==> config.mk <==
export PLATFORM = sky130hd
export DESIGN_NAME = regfile_port_arbiter
export DESIGN_NICKNAME = d
export VERILOG_FILES = /design/src/rtl/regfile_port_arbiter.sv
export SDC_FILE = /design/constraint.sdc
export NUM_CORES = 1
export LEC_CHECK = 0
export CELL_PAD_IN_SITES_DETAIL_PLACEMENT = 1
export CELL_PAD_IN_SITES_GLOBAL_PLACEMENT = 1
export CORE_MARGIN = 8
export CORE_UTILIZATION = 27
export CTS_CLUSTER_SIZE = 30
export DETAILED_ROUTE_END_ITERATION = 8
export GPL_TIMING_DRIVEN = 0
export PLACE_DENSITY = 0.87
export SYNTH_ARGS = -nofsm -noshare
export SYNTH_HDL_FRONTEND = slang
export SYNTH_SLANG_ARGS = --single-unit
export TNS_END_PERCENT = 5
==> constraint.sdc <==
create_clock -name clk -period 2 [get_ports clk]
set_input_delay 0.2 -clock clk [delete_from_list [all_inputs] [get_ports clk]]
set_output_delay 0.2 -clock clk [all_outputs]
set_load 0.01 [all_outputs]
==> src/rtl/regfile_port_arbiter.sv <==
// Shares the register file's write port and read port B between the core pipeline and a
// debug/loader requester. The core has priority; debug is forced through after STARVE_LIMIT cycles.
module regfile_port_arbiter #(
   parameter int unsigned STARVE_LIMIT = 8,
   parameter logic [4:0]  ZERO_REG     = 5'd31
) (
   input  logic        clk,
   input  logic        rst_n,
   input  logic [4:0]  core_ra,
   input  logic [4:0]  core_rb,
   input  logic [4:0]  core_rc,
   input  logic        core_ra2sel,
   input  logic        core_rd_en,
   input  logic        core_we,
   input  logic [31:0] core_wd,
   output logic        core_stall,
   input  logic        dbg_req,
   input  logic        dbg_we,
   input  logic [4:0]  dbg_addr,
   input  logic [31:0] dbg_wdata,
   output logic        dbg_gnt,
   output logic        dbg_rvalid,
   output logic [31:0] dbg_rdata,
   output logic [4:0]  rf_ra,
   output logic [4:0]  rf_rb,
   output logic [4:0]  rf_rc,
   output logic        rf_werf,
   output logic        rf_ra2sel,
   output logic [31:0] rf_wd,
   input  logic [31:0] rf_rd2
);

   typedef enum logic [1:0] {IDLE, ACCESS, RESP} state_t;

   localparam logic [7:0] LIMIT_M1 = 8'(STARVE_LIMIT - 1);

   state_t      state;
   logic [7:0]  starve_cnt;
   logic        lat_we;
   logic [4:0]  lat_addr;
   logic [31:0] lat_wdata;
   logic        core_busy;
   logic        grant;

   assign core_busy = core_we | core_rd_en;
   assign grant     = dbg_req & (~core_busy | (starve_cnt == LIMIT_M1));

   always_ff @(posedge clk) begin
      if (!rst_n) begin
         state      <= IDLE;
         starve_cnt <= '0;
         dbg_gnt    <= 1'b0;
         dbg_rvalid <= 1'b0;
         dbg_rdata  <= '0;
         core_stall <= 1'b0;
         lat_we     <= 1'b0;
         lat_addr   <= '0;
         lat_wdata  <= '0;
      end else begin
         case (state)
            IDLE: begin
               dbg_rvalid <= 1'b0;
               if (grant) begin
                  state      <= ACCESS;
                  lat_we     <= dbg_we;
                  lat_addr   <= dbg_addr;
                  lat_wdata  <= dbg_wdata;
                  starve_cnt <= '0;
                  dbg_gnt    <= 1'b1;
                  core_stall <= 1'b1;
               end else if (dbg_req) begin
                  if (starve_cnt != LIMIT_M1)
                     starve_cnt <= starve_cnt + 8'd1;
               end else begin
                  starve_cnt <= '0;
               end
            end
            ACCESS: begin
               state      <= RESP;
               dbg_gnt    <= 1'b0;
               core_stall <= 1'b0;
               dbg_rvalid <= 1'b1;
               // Zero-register accesses report 0 whether read or write echo.
               if (lat_addr == ZERO_REG)
                  dbg_rdata <= '0;
               else if (lat_we)
                  dbg_rdata <= lat_wdata;
               else
                  dbg_rdata <= rf_rd2;
            end
            RESP: begin
               state      <= IDLE;
               dbg_rvalid <= 1'b0;
            end
            default: begin
               state      <= IDLE;
               dbg_gnt    <= 1'b0;
               core_stall <= 1'b0;
               dbg_rvalid <= 1'b0;
            end
         endcase
      end
   end

   always_comb begin
      rf_ra     = core_ra;
      rf_rb     = core_rb;
      rf_rc     = core_rc;
      rf_ra2sel = core_ra2sel;
      rf_wd     = core_wd;
      rf_werf   = core_we;
      if (state == ACCESS) begin
         rf_rb     = lat_addr;
         rf_rc     = lat_addr;
         rf_ra2sel = 1'b0;
         rf_wd     = lat_wdata;
         rf_werf   = lat_we & (lat_addr != ZERO_REG);
      end
      if (!rst_n)
         rf_werf = 1'b0;
   end

endmodule

* Word level (Yosys, flattened, before mapping)
Index checks and enable logic that the tools add are counted.
** Cells by class
- Add/sub/neg operators :: 1
- Equal/unequal tests :: 8
- Multiplexer cells :: 16
- Bitwise logic cells :: 6
- Reduce and logical (&&, ||, !) cells :: 4
** Operators by type and width (count)
- 32-bit 2-to-1 mux :: 3
- 8-bit 2-to-1 mux :: 3
- 5-bit 2-to-1 mux :: 2
- 8-bit by 1-bit adder with 8-bit output (second input constant) :: 1
- 8-bit by 3-bit == test with 1-bit output (second input constant) :: 1
- 8-bit by 3-bit inequality test with 1-bit output (second input constant) :: 1
- 2-bit AND reduction :: 3
- 5-bit == test (second input constant) :: 1
- 1-bit 2-to-1 mux :: 5
- 5-bit inequality test (second input constant) :: 1
- 2-bit case mux with 2 select lines :: 1
- 3-bit by 1-bit inequality test with 1-bit output (second input constant) :: 1
- 1-bit bitwise AND :: 2
- 2-bit by 1-bit == test with 1-bit output (second input constant) :: 1
- 2-bit == test (second input constant) :: 1
- 2-bit zero test :: 1
- 2-bit 2-to-1 mux :: 1
- 2-bit inequality test (second input constant) :: 1
- 1-bit NOT :: 2
- 1-bit bitwise OR :: 2
- 1-bit case mux with 2 select lines :: 1
** Word-level totals
- Register bits :: 82
- Input port bits :: 123
- Output and inout bits :: 84
- Word-level logic and storage cells :: 43

* Depth between registers and ports, before layout
Gate-level depths: netlist (run 1).
- Depth after elaboration :: 6
- Depth in mapped cells :: 7
- Mapped depth without buffers :: 5

* Least setup slack after synthesis (run 1)
Ideal clock, no wire load.
- Kind :: flip-flop to flip-flop
- From :: reg starve_cnt[0]
- To :: reg lat_addr[4]
- Arrival time :: 1465 ps
- Required time :: 1928 ps
- Slack :: 463 ps
- Stages on the path, launching flop included :: 7
- Path buffers :: 1
- Cells stage by stage :: dfxtp_1 -> ha_1 -> nor4b_4 -> a21oi_4 -> nor2_8 -> buf_12 -> mux2i_1
** On the way
- Longest elaborated chain between the ends :: 4
** RTL lines
- start, declared :: line 38 : logic [7:0] starve_cnt;
- start signal, assigned :: line 73 : starve_cnt <= starve_cnt + 8'd1;
- 8-bit by 3-bit == test with 1-bit output :: line 46 : assign grant = dbg_req & (~core_busy | (starve_cnt == LIMIT_M1));
- 1-bit bitwise OR :: line 46
- 1-bit bitwise AND :: line 46
- 2-bit AND reduction (no source line)
- end signal, assigned :: line 66 : lat_addr <= dbg_addr;
- end, declared :: line 40 : logic [4:0] lat_addr;
No other way between the ends.
A chain may end at the register's enable or synchronous reset.

* Worst setup path in the final report (run 1)
- From :: reg state[1]
- To :: out rf_wd[12]
** On the way
- Longest elaborated chain between the ends :: 2
** RTL lines
- start, declared :: line 37 : state_t state;
- start signal, assigned :: line 50 : state <= IDLE;
- start signal, assigned :: line 64 : state <= ACCESS;
- start signal, assigned :: line 79 : state <= RESP;
- 2-bit by 1-bit == test with 1-bit output :: line 112 : if (state == ACCESS) begin
- 32-bit 2-to-1 mux :: line 112
- end, declared :: line 29 : output logic [31:0] rf_wd,
No other way between the ends.

==> flow_summary.yaml, run 1 <==
cells_and_area:
  finalNetCount: 856
  final_cells: 921
  final_common_cell: "nand2_1"
  drive_gt1_frac: 0.07327
  final_cell_mix: "nand2_1, clkdlybuf4s50_1, dfxtp_1, mux2i_1, o21ai_0"
  fillers: 1744
  multi_input_area_um2: 2133
  diodes: 0
  finish.instance_area_um2: 6735
  seq_area_um2: 1648
  syn_to_final_growth_pct: 67.69
sta:
  worst_hold_slack_ns: 0.4168
  finalSetupViolations: 1
  grt_setup_unrepaired: "true"
  worst_slew_pin_slew_ns: 0.5469
  post-route-period-util: 1.005
  fin_skew_ns: 0.01006
  fmaxAchievable_ghz: 0.4975
  slew_headroom: 0.6354
  min_period_ns: 2.010
  tns_ns: -0.01015
  slew_violations: 0
  setup_ws_ns: -0.01015
  hold_viol: 0
setup_path:
  cp-end-kind: "output port"
  cp_cell_sequence: "and2b_2 > buf_6 > nand2_1 > nand2_1 > clkdlybuf4s50_1"
  setup.worst_path.start_class: "flip-flop"
  slowest_stage: "clkdlybuf4s50_1"
  cp.required_ns: 1.80
  crit_arrival_ns: 1.81
  critPathMaxFanout: 10
  critical_path.most_common_cell: "nand2_1"
  cpPeakStageDelay_ns: 0.54
  worst-setup-path-type: "flip-flop to output port"
run_status:
  status: "complete, but fails checks"
  violations: "setup timing"
yosys:
  async_flop_share: 0
  syn_nets: 641
  syn_area_um2: 4016
  synth_edf_count: 0
  synth.distinct_cells: 35
  syn_avg_cell_area_um2: 7.769
  synth_cells: 517
  synth-main-ff-cell: "dfxtp_1"
  yosysSeqAreaShare: 0.4087
  synth_seq_cells: 82
  yosys_warnings: 0
global_routing:
  grt_pass1_wl_um: 24780
  grt_max_degree: 14
  grtUsageTotal: 0.1693
  grt_remaining_overflow: 0
  antenna_found_initial: 0
  first_global_vias: 4633
die:
  start_util: 0.2763
  die_w_um: 138.0
  coreArea_um2: 14530
  row_count: 44
  die-area_um2: 19030
  ios: 207
  die_h_um: 138.0
place:
  dp_slack_ns: -0.6666
  gp_routability_congestion: 0.7709
  place.port_buffers: 201
  dp_hpwl_um: 12680
  dp.cells: 902
  place_area_um2: 6259
clock_tree:
  cts_tree: "built"
  cts_root_buf: "clkbuf_16"
  clk_pin_slew_ns: 0.06
  clk-insertion-delay-late_ns: 0.33
  ctsHoldBuffers: 0
  cts.sinks: 82
  numCtsBuffers: 9
  clock_path_buffers: 2
  htree_levels: 3
route:
  vias: 4176
  postRouteAntennaNets: 0
  drt_iter0_drc: 111
  firstDrtPassIters: 4
  wl_per_cell_um: 17.51
  postRouteWirelength_um: 16130
  drcViolationCount: 0
  viasPerCell: 4.534
job:
  cap_violations: 0
min_path:
  hold_class: "input port to flip-flop"
power:
  power.density_nw_per_um2: 641.4
  power_leakage_uw: 0.002821
  peakVddDrop_mv: 0.4699
-- report_power, final --
group / total [µW] / internal, µW / switching, µW / leakage [µW]
logic: 718 / 427 / 291 / 0.00200
registers: 1710 / 1680 / 31.9 / 0.000666
clock network: 1890 / 1220 / 673 / 0.000160
total: 4320 / 3320 / 996 / 0.00282
-- state kept, by name (all words and copies together), names as in the netlist --
register and cells:
lat_wdata 32, lat_we 1, state 2, dbg_gnt 1
dbg_rdata 32, starve_cnt 8, dbg_rvalid 1, lat_addr 5
-- cell families after synthesis --
family | synth area share
muxes | 0.1745
AOI/OAI and AO/OA | 0.06916
buffers and inverters | 0.06106
and+or+nand+nor | 0.2769
DFF | 0.4087
adders and majority gates | 0.003115
xor gates and xnor gates | 0.006543
-- cell type report --
type / instances / area share
buffer: 39 / 0.05220
clock buffer: 11 / 0.03455
clock inverter: 5 / 0.01523
multi-input combinational: 396 / 0.3167
sequential: 82 / 0.2447
tap: 184 / 0.03418
timing repair buffer: 204 / 0.3024
-- stage by stage --
step	utilization	power, µW
6_report	0.4634	4320
5_1_grt	0.4634	4503
4_1_cts	0.4583	4384
3_5_place_dp	0.4306	2488
3_3_place_gp	0.4306	2471
2_1_floorplan	-	2019
-- critical path: cells and delay by family (launching register included) --
family / cells / cell delay, ns
buf+inv: 2 / 0.71
flops: 1 / 0.34
simple gates: 3 / 0.43
-- cell usage after synthesis, drive strengths merged (2+ instances only) --
library cell	count	area share
mux2i	70	0.17
nand3	5	0.0062
nor2	5	0.0087
a21boi	3	0.0056
clkbuf	19	0.018
o21ai	41	0.051
buf	20	0.043
and3	2	0.0031
dfxtp	82	0.41
and2	6	0.0093
a21oi	2	0.0053
nand2	245	0.23
xor2	2	0.0044
-- what timing repair did --
item / in CTS / in global routing
cloned: 0 / 0
endpoints found under the setup margin: 43 / 22
buffers inserted: 0 / 3
pin swaps: 0 / 1
gates resized for setup: 60 / 22
-- path summary, 6_finish.rpt --
check                       startpoint                          to  slack (ns)  cells past startpoint
max              state[1]$_SDFFE_PN0P_                   rf_wd[12]       -0.01                      5
max reg2reg      state[1]$_SDFFE_PN0P_   dbg_rdata[0]$_SDFFE_PN0P_        0.20                      5
min                      dbg_wdata[15]  lat_wdata[15]$_SDFFE_PN0P_        0.42                      3
min reg2reg  dbg_rdata[7]$_SDFFE_PN0P_   dbg_rdata[7]$_SDFFE_PN0P_        0.45                      2
-- metal layers --
layer | share of wire | vias up | global-route usage
li1 | - | 2097 | -
met1 | 0.40 | 1936 | 0.1866
met2 | 0.50 | 121 | 0.2974
met3 | 0.073 | 22 | 0.04964
met4 | 0.026 | 0 | 0.07045
met5 | 0 | - | 0
(Power assumes the default switching activity.)
==> inputs of run 2 (changes only) <==
--- a/config.mk
+++ b/config.mk
@@ -5,6 +5,7 @@
 export SDC_FILE = /design/constraint.sdc
 export NUM_CORES = 1
 export LEC_CHECK = 0
+export CAP_MARGIN = 15
 export CELL_PAD_IN_SITES_DETAIL_PLACEMENT = 1
 export CELL_PAD_IN_SITES_GLOBAL_PLACEMENT = 1
 export CORE_MARGIN = 8
@@ -13,6 +14,7 @@
 export DETAILED_ROUTE_END_ITERATION = 8
 export GPL_TIMING_DRIVEN = 0
 export PLACE_DENSITY = 0.87
+export SETUP_SLACK_MARGIN = 0.15
 export SYNTH_ARGS = -nofsm -noshare
 export SYNTH_HDL_FRONTEND = slang
 export SYNTH_SLANG_ARGS = --single-unit
==> run 2 against run 1 <==
Against the previous run: the flow still finishes with violations (setup timing); via count increased by 0.43%; maximum frequency about the same; register-to-register slack improved by 0.06 ns; global-route usage about the same; sequential share of layout area increased by 0.24 points; clock skew decreased by 0.0022 ns; cell count increased by 0.11%; critical path type unchanged; first-iteration DRC count decreased by 23%; sequential cell count unchanged; critical path depth unchanged.
==> flow_summary.yaml, run 2 (synthesized netlist as in run 1, its figures left out) <==
cells_and_area:
  final_cell_mix: "nand2_1, clkdlybuf4s50_1, dfxtp_1, mux2i_1, o21ai_0"
  drive_gt1_frac: 0.1031
  finalNetCount: 856
  final_common_cell: "nand2_1"
  reg_top3: "dbg_rdata x32, lat_wdata x32, starve_cnt x8"
  multi_input_area_um2: 2148
  seq_area_um2: 1652
  finish.instance_area_um2: 6684
  fillers: 1751
  syn_to_final_growth_pct: 66.42
die:
  coreArea_um2: 14530
  die_w_um: 138.0
  ios: 207
  die-area_um2: 19030
  start_util: 0.2763
  die_h_um: 138.0
  row_count: 44
setup_path:
  crit_arrival_ns: 1.81
  startpoint: "state[1]$_SDFFE_PN0P_"
  cpPeakStageDelay_ns: 0.53
  setup.worst_path.start_class: "flip-flop"
  critPathMaxFanout: 10
  cp-end-kind: "output port"
  worst_r2r_path_depth: 6
  cp.required_ns: 1.80
  r2r_start: "starve_cnt[0]$_SDFFE_PN0P_"
  critical_path.most_common_cell: "nand2_1"
  cp_cell_sequence: "and2b_4 > buf_8 > nand2_1 > nand2_1 > clkdlybuf4s50_1"
  slowest_stage: "clkdlybuf4s50_1"
  worst-setup-path-type: "flip-flop to output port"
route:
  postRouteAntennaNets: 0
  vias: 4194
  viasPerCell: 4.549
  postRouteWirelength_um: 16190
  drt_iter0_drc: 86
  wl_per_cell_um: 17.55
  firstDrtPassIters: 4
  drcViolationCount: 0
global_routing:
  grt_max_degree: 14
  first_global_vias: 4594
  grt_pass1_wl_um: 24740
  grt_remaining_overflow: 0
  antenna_found_initial: 1
  grtUsageTotal: 0.1692
sta:
  fmaxAchievable_ghz: 0.4979
  slew_violations: 0
  finalSetupViolations: 1
  worst_hold_slack_ns: 0.4149
  fin_skew_ns: 0.007827
  post-route-period-util: 1.004
  setup_ws_ns: -0.008302
  min_period_ns: 2.008
  hold_viol: 0
  grt_setup_unrepaired: "true"
  slew_headroom: 0.6348
  worst_slew_pin_slew_ns: 0.5478
power:
  power_leakage_uw: 0.002794
  peakVddDrop_mv: 0.4682
  power.density_nw_per_um2: 646.7
min_path:
  hold_class: "input port to flip-flop"
  hold_depth: 3
  min_from: "dbg_wdata[15]"
clock_tree:
  numCtsBuffers: 9
  ctsHoldBuffers: 0
  clock_path_buffers: 2
  cts_tree: "built"
  cts.sinks: 82
  htree_levels: 3
  clk_pin_slew_ns: 0.06
  cts_root_buf: "clkbuf_16"
  clk-insertion-delay-late_ns: 0.34
job:
  cap_violations: 0
place:
  dp_hpwl_um: 12680
  place_area_um2: 6259
  gp_routability_congestion: 0.7709
  place.port_buffers: 201
run_status:
  violations: "setup timing"
  status: "complete, but fails checks"
[run 2: power by group]
| part | leakage (µW) | switching, µW | internal [µW] |
|---|---|---|---|
| clock network | 0.000160 | 679 | 1220 |
| logic | 0.00197 | 294 | 421 |
| registers | 0.000667 | 32.8 | 1680 |
[run 2: worst max-delay path: cells and delay by family (launching register included)]
kind / cells / cell delay, ns
simple gates: 3 / 0.44
flops: 1 / 0.34
buf+inv: 2 / 0.69
[run 2: final timing paths]
path	endpoint	slack, ns
worst min-delay path	lat_wdata[15]$_SDFFE_PN0P_	0.41
worst min register to register	dbg_rdata[7]$_SDFFE_PN0P_	0.45
worst max-delay path	rf_wd[7]	-0.008
worst max register to register	lat_wdata[0]$_SDFFE_PN0P_	0.26
[run 2: metrics by stage]
stage | setup WS [ns] | util | setup TNS (ns) | std cells | power [µW]
2_1_floorplan | 0.4632 | - | 0 | 517 | 2019
3_3_place_gp | -0.6331 | 0.4306 | -6.376 | 902 | 2471
3_5_place_dp | -0.6666 | 0.4306 | -7.377 | 902 | 2488
4_1_cts | -0.06604 | 0.4591 | -0.6424 | 918 | 4387
5_1_grt | -0.08340 | 0.4599 | -0.1572 | 922 | 4500
6_report | -0.008302 | 0.4599 | -0.008302 | 922 | 4322
[run 2: metal layers]
layer  track usage  up-vias  part of all wire  wire (µm)
li1              -     2097                 -          -
met1        0.1854     1953              0.40       6396
met2        0.2961      122              0.51       8176
met3       0.04964       22             0.072       1167
met4       0.07582        0             0.027        444
met5             0        -                 0          0
[run 2: cell type report]
class | instances | area share
tap | 184 | 0.03444
multi-input combinational | 396 | 0.3214
timing repair buffer | 204 | 0.2931
antenna | 1 | 0.0003744
clock buffer | 11 | 0.03482
clock inverter | 5 | 0.01535
sequential | 82 | 0.2471
buffer | 39 | 0.05335
[run 2: repair_timing]
action,4_1_cts,5_1_grt
setup buffers,0,3
setup endpoints to repair,47,62
pin swaps,1,1
resized for setup,85,50
==> edit (config.mk and constraints of run 1) <==
Reset style: asynchronous (`rst_n`), changed in one clocked block.
--- a/src/rtl/regfile_port_arbiter.sv
+++ b/src/rtl/regfile_port_arbiter.sv
@@ -46,5 +46,5 @@
    assign grant     = dbg_req & (~core_busy | (starve_cnt == LIMIT_M1));
 
-   always_ff @(posedge clk) begin
+   always_ff @(posedge clk or negedge rst_n) begin
       if (!rst_n) begin
          state      <= IDLE;
Function: differs if rst_n is asserted again (counterexample within 4 cycles, from zero or initial values and one cycle with rst_n low); with rst_n held inactive, the same outputs for 10 cycles.
==> edit against run 1 <==
  * The flow still finishes with violations (setup timing)
  * Wire length shrank 3.6%
  * Largest cell class unchanged
  * Design area unchanged
  * Register-to-register slack got worse by 0.14 ns
  * Cell count is 10% lower
  * Sequential cell count unchanged
  * Synthesized area grew 1.4%
  * Highest routed layer unchanged
  * Setup slack worse by 0.037 ns
Power is not compared: it rests on default switching activity, and its combinational part moved more than twofold at a synthesized area within 25%.
==> edit: results (changes against run 1) <==
metric,value,unit,change
dp_hpwl,12400,um,was 12700 um
first_iter_violations,124,,was 111
gp_congestion,0.835,,was 0.771
setup_tns,-0.0942,ns,was -0.0102 ns
path_max_fanout,10,,unchanged
worstMarginPinSlew,0.524,ns,was 0.547 ns
met1_usage,17.1,%,was 18.7%
grt_pass1_wl,24700,um,was 24800 um
grt_max_degree,44,,was 14
setup_viol,2,,was 1
route.met3.wl,972,um,was 1180 um
synth_compound_area_share,6.88,%,was 6.92%
min_path_type,in -> async,,was in -> reg
met2_usage,30.1,%,was 29.7%
synth_top_area_share,50.4,%,was 40.9%
synth_xor_area_share,0.430,%,was 0.654%
setup_ws,-0.0473,ns,was -0.0102 ns
synth_flop_cell,dfrtp_1,,was dfxtp_1
multi_input_area_share,27.4,%,was 31.7%
outcome,finished with violations,,unchanged
grt_use_total,16.1,%,was 16.9%
wl_met2,8290,um,was 8140 um
async_reset_ff_share,100,%,was 0%
place_area,6340,um2,was 6260 um2
synthAdderAreaFrac,0.307,%,was 0.312%
fillers,1692,,was 1744
crit_start,state[1]$_DFFE_PN0P_,,was state[1]$_SDFFE_PN0P_
synthMuxAreaShare,19.5,%,was 17.4%
wl,15600,um,was 16100 um
drt-met1-wl,6030,um,was 6390 um
violations,setup timing,,unchanged
worstReg2RegEnd,lat_wdata[27]$_DFFE_PN0P_,,was dbg_rdata[0]$_SDFFE_PN0P_
signal_buffers,238,,was 243
clock_skew,0.00691,ns,was 0.0101 ns
rrSetupSlack,0.06,ns,was 0.20 ns
grt_pass1_vias,4474,,was 4633
hold_slack,0.393,ns,was 0.417 ns
synthDistinctLibCells,33,,was 35
syn-num-nets,541,,was 641
areaGrowthSynthToFinish,65.4,%,was 67.7%
multi_input_cells,300,,was 396
stdcell_count,828,,was 921
r2r_cells,6,,was 5
endpoint,rf_wd[30],,was rf_wd[12]
nNetsFinal,759,,was 856
synth_area_leaders,"dfrtp_1 50%, nand2_1 14%, mux2_2 8.3%, mux2i_1 7.9%, o21ai_0 3.9%",,"was dfxtp_1 41%, nand2_1 23%, mux2i_1 17%, o21ai_0 4.6%, buf_12 2.0%"
drive_above_1_share,14.8,%,was 7.33%
regArea,2050,um2,was 1650 um2
inverters,4,,was 0
syn_inst,417,,was 517
synth_common_cells,"156 x nand2_1, 82 x dfrtp_1, 32 x mux2i_1, 32 x o21ai_0, 30 x mux2_2",,"was 245 x nand2_1, 82 x dfxtp_1, 70 x mux2i_1"
clk_share,4.22,%,was 4.98%
edit: cell count changes in the layout (fill, tap and decap cells not counted), sizes merged, moves of 6 or more:
cell / change
dlygate4sd2: +12
dfxtp: -82
clkbuf: -6
dlymetal6s2s: -12
nand2: -89
o21ai: -6
dfrtp: +82
mux2: +39
mux2i: -38
edit: critical path, stage by stage, from the launching register on:
cell and delay [ns]:
dfrtp_1 0.38, nand2b_4 0.18, inv_2 0.08, buf_4 0.18, nand2_1 0.09, nand2_1 0.07, clkdlybuf4s50_1 0.54
edit: what timing repair did:
| action | CTS | global route |
|---|---|---|
| hold buffers | 2 | 0 |
| setup endpoints to repair | 54 | 23 |
| gates resized for setup | 69 | 10 |
| setup buffers | 3 | 1 |
| endpoints found under the hold margin | 40 | 0 |
edit: kinds of logic after synthesis:
group,Yosys count
adder cells (fa/ha/maj),1
flip-flops,82
buffers and inverters,35
AND/OR/NAND/NOR,178
multiplexers,71
AO/OA/AOI/OAI,48
XOR/XNOR,2
